<file path="src/rtl/demux8_loader.sv">
// Eight-byte register bank that is loaded either one byte at a time by address,
// or as a sequential burst into r0..r7 that starts with a start pulse.
module demux8_loader (
    input  logic       clk,
    input  logic       rst_n,
    input  logic       clear,
    input  logic       start,
    input  logic       in_valid,
    output logic       in_ready,
    input  logic [7:0] din,
    input  logic [2:0] wr_sel,
    output logic [7:0] r0,
    output logic [7:0] r1,
    output logic [7:0] r2,
    output logic [7:0] r3,
    output logic [7:0] r4,
    output logic [7:0] r5,
    output logic [7:0] r6,
    output logic [7:0] r7,
    output logic [7:0] valid_mask,
    output logic       full,
    output logic       busy,
    output logic       done,
    output logic [2:0] wr_ptr
);

    typedef enum logic [1:0] {
        IDLE = 2'd0,
        FILL = 2'd1,
        DONE = 2'd2
    } state_t;

    state_t     state;
    state_t     state_nxt;
    logic [7:0] bank [8];
    logic       accept;
    logic [2:0] wr_idx;

    always_ff @(posedge clk or negedge rst_n) begin
        if (!rst_n) begin
            state <= IDLE;
        end else begin
            state <= state_nxt;
        end
    end

    always_comb begin
        state_nxt = state;
        if (clear) begin
            state_nxt = IDLE;
        end else begin
            case (state)
                IDLE:    if (start) state_nxt = FILL;
                FILL:    if (in_valid && (wr_ptr == 3'd7)) state_nxt = DONE;
                DONE:    state_nxt = IDLE;
                default: state_nxt = IDLE;
            endcase
        end
    end

    // in_ready is the only output allowed to look at inputs; start and clear both block acceptance
    always_comb begin
        in_ready = 1'b0;
        busy     = 1'b0;
        done     = 1'b0;
        case (state)
            IDLE:    in_ready = !clear && !start;
            FILL:    begin
                in_ready = !clear;
                busy     = 1'b1;
            end
            DONE:    done = 1'b1;
            default: in_ready = 1'b0;
        endcase
    end

    assign accept = in_valid && in_ready;
    assign wr_idx = (state == FILL) ? wr_ptr : wr_sel;

    always_ff @(posedge clk or negedge rst_n) begin
        if (!rst_n) begin
            bank       <= '{default: 8'h00};
            valid_mask <= 8'h00;
        end else if (clear) begin
            bank       <= '{default: 8'h00};
            valid_mask <= 8'h00;
        end else if (accept) begin
            bank[wr_idx]       <= din;
            valid_mask[wr_idx] <= 1'b1;
        end
    end

    // Incrementing past index 7 wraps naturally to 0 as the burst completes
    always_ff @(posedge clk or negedge rst_n) begin
        if (!rst_n) begin
            wr_ptr <= 3'd0;
        end else if (clear) begin
            wr_ptr <= 3'd0;
        end else if ((state == IDLE) && start) begin
            wr_ptr <= 3'd0;
        end else if ((state == FILL) && accept) begin
            wr_ptr <= wr_ptr + 3'd1;
        end
    end

    assign full = &valid_mask;
    assign r0   = bank[0];
    assign r1   = bank[1];
    assign r2   = bank[2];
    assign r3   = bank[3];
    assign r4   = bank[4];
    assign r5   = bank[5];
    assign r6   = bank[6];
    assign r7   = bank[7];

endmodule

</file>
<file path="config.mk">
export PLATFORM = sky130hd
export DESIGN_NAME = demux8_loader
export DESIGN_NICKNAME = d
export VERILOG_FILES = /design/src/rtl/demux8_loader.sv
export SDC_FILE = /design/constraint.sdc
export NUM_CORES = 1
export LEC_CHECK = 0
export ABC_AREA = 1
export CAP_MARGIN = 15
export CORE_ASPECT_RATIO = 0.8
export CORE_MARGIN = 8
export CORE_UTILIZATION = 27
export DETAILED_ROUTE_END_ITERATION = 10
export MAX_ROUTING_LAYER = met4
export SYNTH_ARGS = -nofsm -noshare
export SYNTH_HDL_FRONTEND = slang
export SYNTH_SLANG_ARGS = --single-unit
</file>
<file path="constraint.sdc">
create_clock -name clk -period 4.5 [get_ports clk]
set_input_delay 0.675 -clock clk [delete_from_list [all_inputs] [get_ports clk]]
set_output_delay 0.675 -clock clk [all_outputs]
set_load 0.05 [all_outputs]
</file>
==> out/results.tsv <==
metric	value	unit
DR vias	2842	
fin crit share	75.7	%
Root Driver	clkbuf_16	
Power Dens Cells	416	nW/um^2
register area share after synthesis	53.6	%
area grow syn2layout	40.1	%
Slew headroom	26.7	%
antenna violations before repair	0	
share of layout cells above drive strength 1	21.0	%
Leak	2.45	nW
antenna-violating nets left	0	
Worst Hold End	r2[6]	
clock tree buffer depth	2	
row cnt	37	
initial drt markers	104	
Initial Utilization	27.9	%
final wirelength	10.7	mm
syn avg cell area	9.13	sq um
Yosys Warn Count	0	
drt via density	4.20	
gr ovfl total	0	
Area contributors post-synth	dfrtp_1, nand2_1, nand2_2	
Setup Skew	0.00814	ns
WP data arrival	2.73	ns
Placer Congestion	0.778	
die area	17300	sq um
Post-synth EDFFs	0	
worst vdd ir	220	uV
max_cap viols	0	
largest net degree at the start of global routing	78	
Ports	95	
CP Max Fanout	19	
DRC violation count after routing	0	
Final HPWL DP	7.57	mm
CTS tree	built	
RSZ-0062 raised after global routing	false	
Die W	145	um
reg2reg start	state[0]	
Global Route Usage Sum	13.1	%
post-synthesis simple-gate area fraction	42.3	%
mux cell area share after synthesis	0	%
post-layout net count	514	
syn_nets	412	
main combinational cell family by area after synthesis	simple AND/OR/NAND/NOR gates	
H-tree Lvls	3	
Final Hold Vio Count	0	
Tmin final	3.41	ns
post-CTS sizing	0	
synthesis-stage register bit count	77	
most common cell in the netlist	nand2_1	
WL per Instance	15.8	um
Core ar.	12900	sq um
Worst Hold Class	reg -> reg	
Sink Count	77	
vias in the first global route	2939	
Post-Synth Adder-Cell Area	0.696	%
Final Max Tran Viols	0	
Critical Path RT	3.83	ns
final core utilization	39.0	%
CP endpoint kind	primary output	
setup slack after placement	1.09	ns
worst slew pin tran	1.09	ns
cells after synthesis	394	
Compound-Gate Fraction of Synth Area	0.835	%
post-synthesis xor/xnor area fraction	0	%
CTS buffer count	9	
RR Endpoint	r1[1]	
clock latency on the worst-skew pair	0.33	ns
Commonest cells post-synth	nand2_1, dfrtp_1, nand2_2, nor2_1, nand3_1	
Worst Hold Depth	2	
# fillers	1259	
Fmax	293	MHz
r2r setup slk	2.79	ns
port bufs	94	
setup bufs post-CTS	0	
reg2reg path depth	9	
Synth Cell Area	3600	sq um
worst setup margin	1.09	ns
Crit Path Category	in -> out	
Hold Startpoint	r2[6]	
top cell type's share of synthesized area	53.6	%
startpoint types	input pin	
global-route wire length before repair	17.0	mm
Post-synth ARST share	100	%
Synth area leader	dfrtp_1	
setup TNS	0	ns
Final setup viols	0	
status	completed	
Synth Flop Type	dfrtp_1	
post-synthesis cell type count	21	
first drt pass iteration count	4	
die height	119	um
number of diodes	0	
hold buffer count at CTS	0	
clock-pin transition on the worst setup and hold timing paths	0.06	ns
[power by group]
| group | total, mW | internal, mW | leakage [nW] | switching [mW] |
|---|---|---|---|---|
| clock | 0.725 | 0.460 | 0.150 | 0.265 |
| combinational | 0.593 | 0.168 | 1.23 | 0.426 |
| sequential | 0.775 | 0.732 | 1.07 | 0.0428 |
| total | 2.09 | 1.36 | 2.45 | 0.734 |
[registers in the layout, summed over array words and instances, names as in the netlist]
signal      flops
r0              8
r1              8
r2              8
r3              8
r4              8
r5              8
r6              8
r7              8
state           2
valid_mask      8
wr_ptr          3
[cells in the final DEF (no fill, tap or decap), types with 2 or more instances in the layout]
cell	synthesis	final
buf_4	1	2
clkbuf_1	1	2
clkbuf_16	0	9
clkbuf_8	0	2
clkdlybuf4s50_1	0	93
dfrtp_1	77	77
ha_1	2	2
inv_1	15	15
nand2_1	153	153
nand2_2	65	65
nand2_4	3	3
nand2_8	10	10
nand3_1	17	17
nand4_1	2	2
nor2_1	28	28
nor2_4	8	8
o21ai_0	5	5
[per-layer routing]
layer	global-route usage, %	vias to the layer above	share of wire [%]
met5	-	-	0
met4	2.73	0	0.79
met3	4.50	10	7.1
met2	20.8	84	47
met1	15.8	1331	45
li1	-	1417	-
[worst max-delay path, stage by stage]
cell and delay [ns]:
clkdlybuf4s50_1 0.77, nor2_1 0.26, nand2_2 0.10, nand2_4 0.11
clkdlybuf4s50_1 0.81
[cell families (layout without fill, tap and decap cells)]
group,Yosys count,count (layout)
simple gates,288,288
buf+inv,21,128
flops,77,77
compound gates,6,6
fa+ha+maj,2,2
[per-stage QoR]
stage / instances / total power [mW] / cell area, sq um / hold WS [ns]
finish: 676 / 2.09 / 5040 / 0.478
detailed placement: 660 / 1.39 / 4730 / 0.469
CTS: 676 / 2.13 / 5040 / 0.484
floorplan: 394 / 1.21 / 3600 / 0.379
global route: 676 / 2.20 / 5040 / 0.498
global placement: 660 / 1.38 / 4730 / 0.466
[how the worst max path moves through the flow]
stage	startpoint	end	slack [ns]	depth (start not counted)
detailed placement	clear	in_ready	1.09	5
CTS	clear	in_ready	1.09	5
finish	clear	in_ready	1.09	5
global placement	clear	in_ready	1.13	5
global route	clear	in_ready	0.99	5
floorplan	valid_mask[7]	full	2.37	2
[area by class of cell]
class	instances	area, sq um	share of cell area, %
Inverter	17	66.3	1.32
Timing Repair Buffer	95	946	18.8
Tap cell	175	219	4.35
Sequential cell	77	1930	38.2
Clock buffer	13	260	5.17
Clock inverter	3	43.8	0.869
Multi-Input combinational cell	296	1580	31.3
(Power assumes the default switching activity.)
==> variant, RTL diff (same settings) <==
The 3 states of `state_t` get a one-hot encoding in 3 bits.
--- a/src/rtl/demux8_loader.sv
+++ b/src/rtl/demux8_loader.sv
@@ -26,6 +26,6 @@
 
-    typedef enum logic [1:0] {
-        IDLE = 2'd0,
-        FILL = 2'd1,
-        DONE = 2'd2
+    typedef enum logic [2:0] {
+        IDLE = 3'b001,
+        FILL = 3'b010,
+        DONE = 3'b100
     } state_t;
Formal check against the unedited RTL: no difference found for any inputs over 4 cycles, from zero or initial values and one cycle with rst_n low; so few cycles prove little.
==> variant against the original RTL <==
Hold slack got worse by 34 ps; sequential cell count increased by 1; clock power increased by 10%; synthesized cell count increased by 0.51%; sequential share of layout area increased by 0.91 points; power decreased by 5.0%; synthesized area increased by 2.1%; design area decreased by 0.99%; register-to-register slack got worse by 480 ps; critical path depth unchanged; global-route usage increased by 0.67 points; setup slack improved by 480 ps; routed wire length increased by 9.0%; via count increased by 9.9%; largest cell class unchanged; highest routed layer unchanged.
==> variant: results (changes against the original RTL) <==
metric,value,unit,change
status,"finished, final reports clean",,unchanged
worst skew pair latency,340,ps,
H-tree depth,3,,unchanged
top post-synthesis cells by area,"dfrtp_1 (52%), nand3_1 (18%), nand2_1 (7.8%), nand2_4 (3.7%), inv_1 (2.8%)",,"was dfrtp_1 (54%), nand2_1 (16%), nand2_2 (11%), nand2_8 (5.6%), nor2_1 (2.9%)"
setup bufs post-CTS,0,,unchanged
Avg Vias per Cell,4.68,,was 4.20
Crit path largest cell delay,840,ps,was 810 ps
Critical R2R Launch,state[0]$_DFFE_PN1P_,,was state[0]$_DFFE_PN0P_
critical path arrival,2250,ps,was 2730 ps
Routed WL per cell,17.5,um,was 15.8 um
WHS,445,ps,was 478 ps
sequential share of the synthesized area,53.2,%,was 53.6%
post-DP HPWL,8060,um,was 7570 um
clk_skew,9.40,ps,was 8.14 ps
clk slew on worst S/H paths,60,ps,about the same
post-CTS sizing,0,,unchanged
crit-path max FO,19,,unchanged
Setup TNS Final,0,ps,unchanged
Reg-to-Reg End,r1[3]$_DFFE_PN0P_,,was r1[1]$_DFFE_PN0P_
worst hold path class,in -> async,,was reg -> reg
final setup vio count,0,,unchanged
first-pass GRT wire length,18200,um,"was 17,000 um"
YS warnings,0,,unchanged
async set-or-reset flop fraction in the synthesized netlist,100,%,unchanged
flop2flop setup slack,2310,ps,was 2790 ps
1st-iter DRT viols,207,,was 104
vias in the first global route,3196,,"was 2,939"
PortBufs,94,,unchanged
drt pass-1 iters,4,,unchanged
LEAKAGE,2.50,nW,was 2.45 nW
CP Launch Point,clear,,unchanged
Post-synth top cells,"nand3_1 (133), dfrtp_1 (77), nand2_1 (76)",,"was nand2_1 (153), dfrtp_1 (77), nand2_2 (65)"
antenna violations before repair,0,,unchanged
CTS Buf Count,9,,unchanged
Worst R2R Path Depth,9,,unchanged
largest net degree at the start of global routing,79,,was 78
root buffer cell,clkbuf_16,,unchanged
layout cells sized above 1,10.3,%,was 21.0%
Total Routing Usage GR,13.7,%,was 13.1%
"Distinct cells, synth",23,,was 21
Max VDD drop,0.185,mV,was 0.220 mV
Worst Tran Pin Value,1020,ps,was 1090 ps
# diodes,0,,unchanged
nets,500,,was 514
Crit-path slowest cell,clkdlybuf4s50_1,,unchanged
syn_nets,414,,was 412
routability cong.,0.773,,was 0.778
Longest Clk Path Bufs,2,,unchanged
Post-DP Area,0.00466,mm2,was 0.00473 mm2
-- variant: cell types whose count changed in the layout (fill, tap and decap cells not counted), moves of 5 or more --
cell and delta:
nand3_1 +116, nand2_1 -77, nand2_2 -62, inv_1 +12
nor2_1 -12, nand2_8 -10, nand2_4 +9, a21oi_1 +7
o21ai_0 -5
-- variant: per-stage QoR --
stage                     cells  worst slack (ps)
final                       667              1570
after global routing        667              1450
after CTS                   667              1540
after detailed placement    651              1430
after global placement      651              1490
after floorplan             396              2330
-- variant: cells by family (layout without fill, tap and decap cells) --
kind of cell    after synthesis  in the layout  share of synthesized area (%)
buf+inv                      49            140                           7.97
compound gates               13             13                           2.45
flops                        78             78                           53.2
simple gates                254            254                           35.7
fa+ha+maj                     2              2                          0.681
-- variant: worst max-delay path by stage --
stage                              to  slack (ps)  cells after the start
finish                       in_ready        1570                      5
global route                 in_ready        1450                      5
CTS                              busy        1540                      4
detailed placement  r3[3]$_DFFE_PN0P_        1430                      9
global placement    r3[1]$_DFFE_PN0P_        1490                      9
floorplan                        done        2330                      1
-- variant: layout make-up --
type | count | area (um2)
inverter | 29 | 109
clock buffer | 10 | 239
fill | 1380 | 8420
tap | 180 | 225
clock inverter | 6 | 92.6
multi-input combinational | 269 | 1430
sequential | 78 | 1950
timing repair buffer | 95 | 943
-- variant: worst max-delay path: cells and delay by family --
| kind | cells | cell delay, ps |
|---|---|---|
| buf+inv | 2 | 1060 |
| simple gates | 3 | 510 |
-- variant: power breakdown --
part           internal (mW)  switching [mW]  total, mW
Combinational          0.106           0.326      0.432
Sequential             0.730          0.0267      0.757
Clock                  0.504           0.295      0.800
-- variant: routing by layer --
layer	global-route usage, %	up-vias	routed length [um]
met1	18.6	1519	5670
li1	-	1491	-
met5	-	-	0
met2	20.1	105	5180
met4	2.89	0	89
met3	3.81	9	709
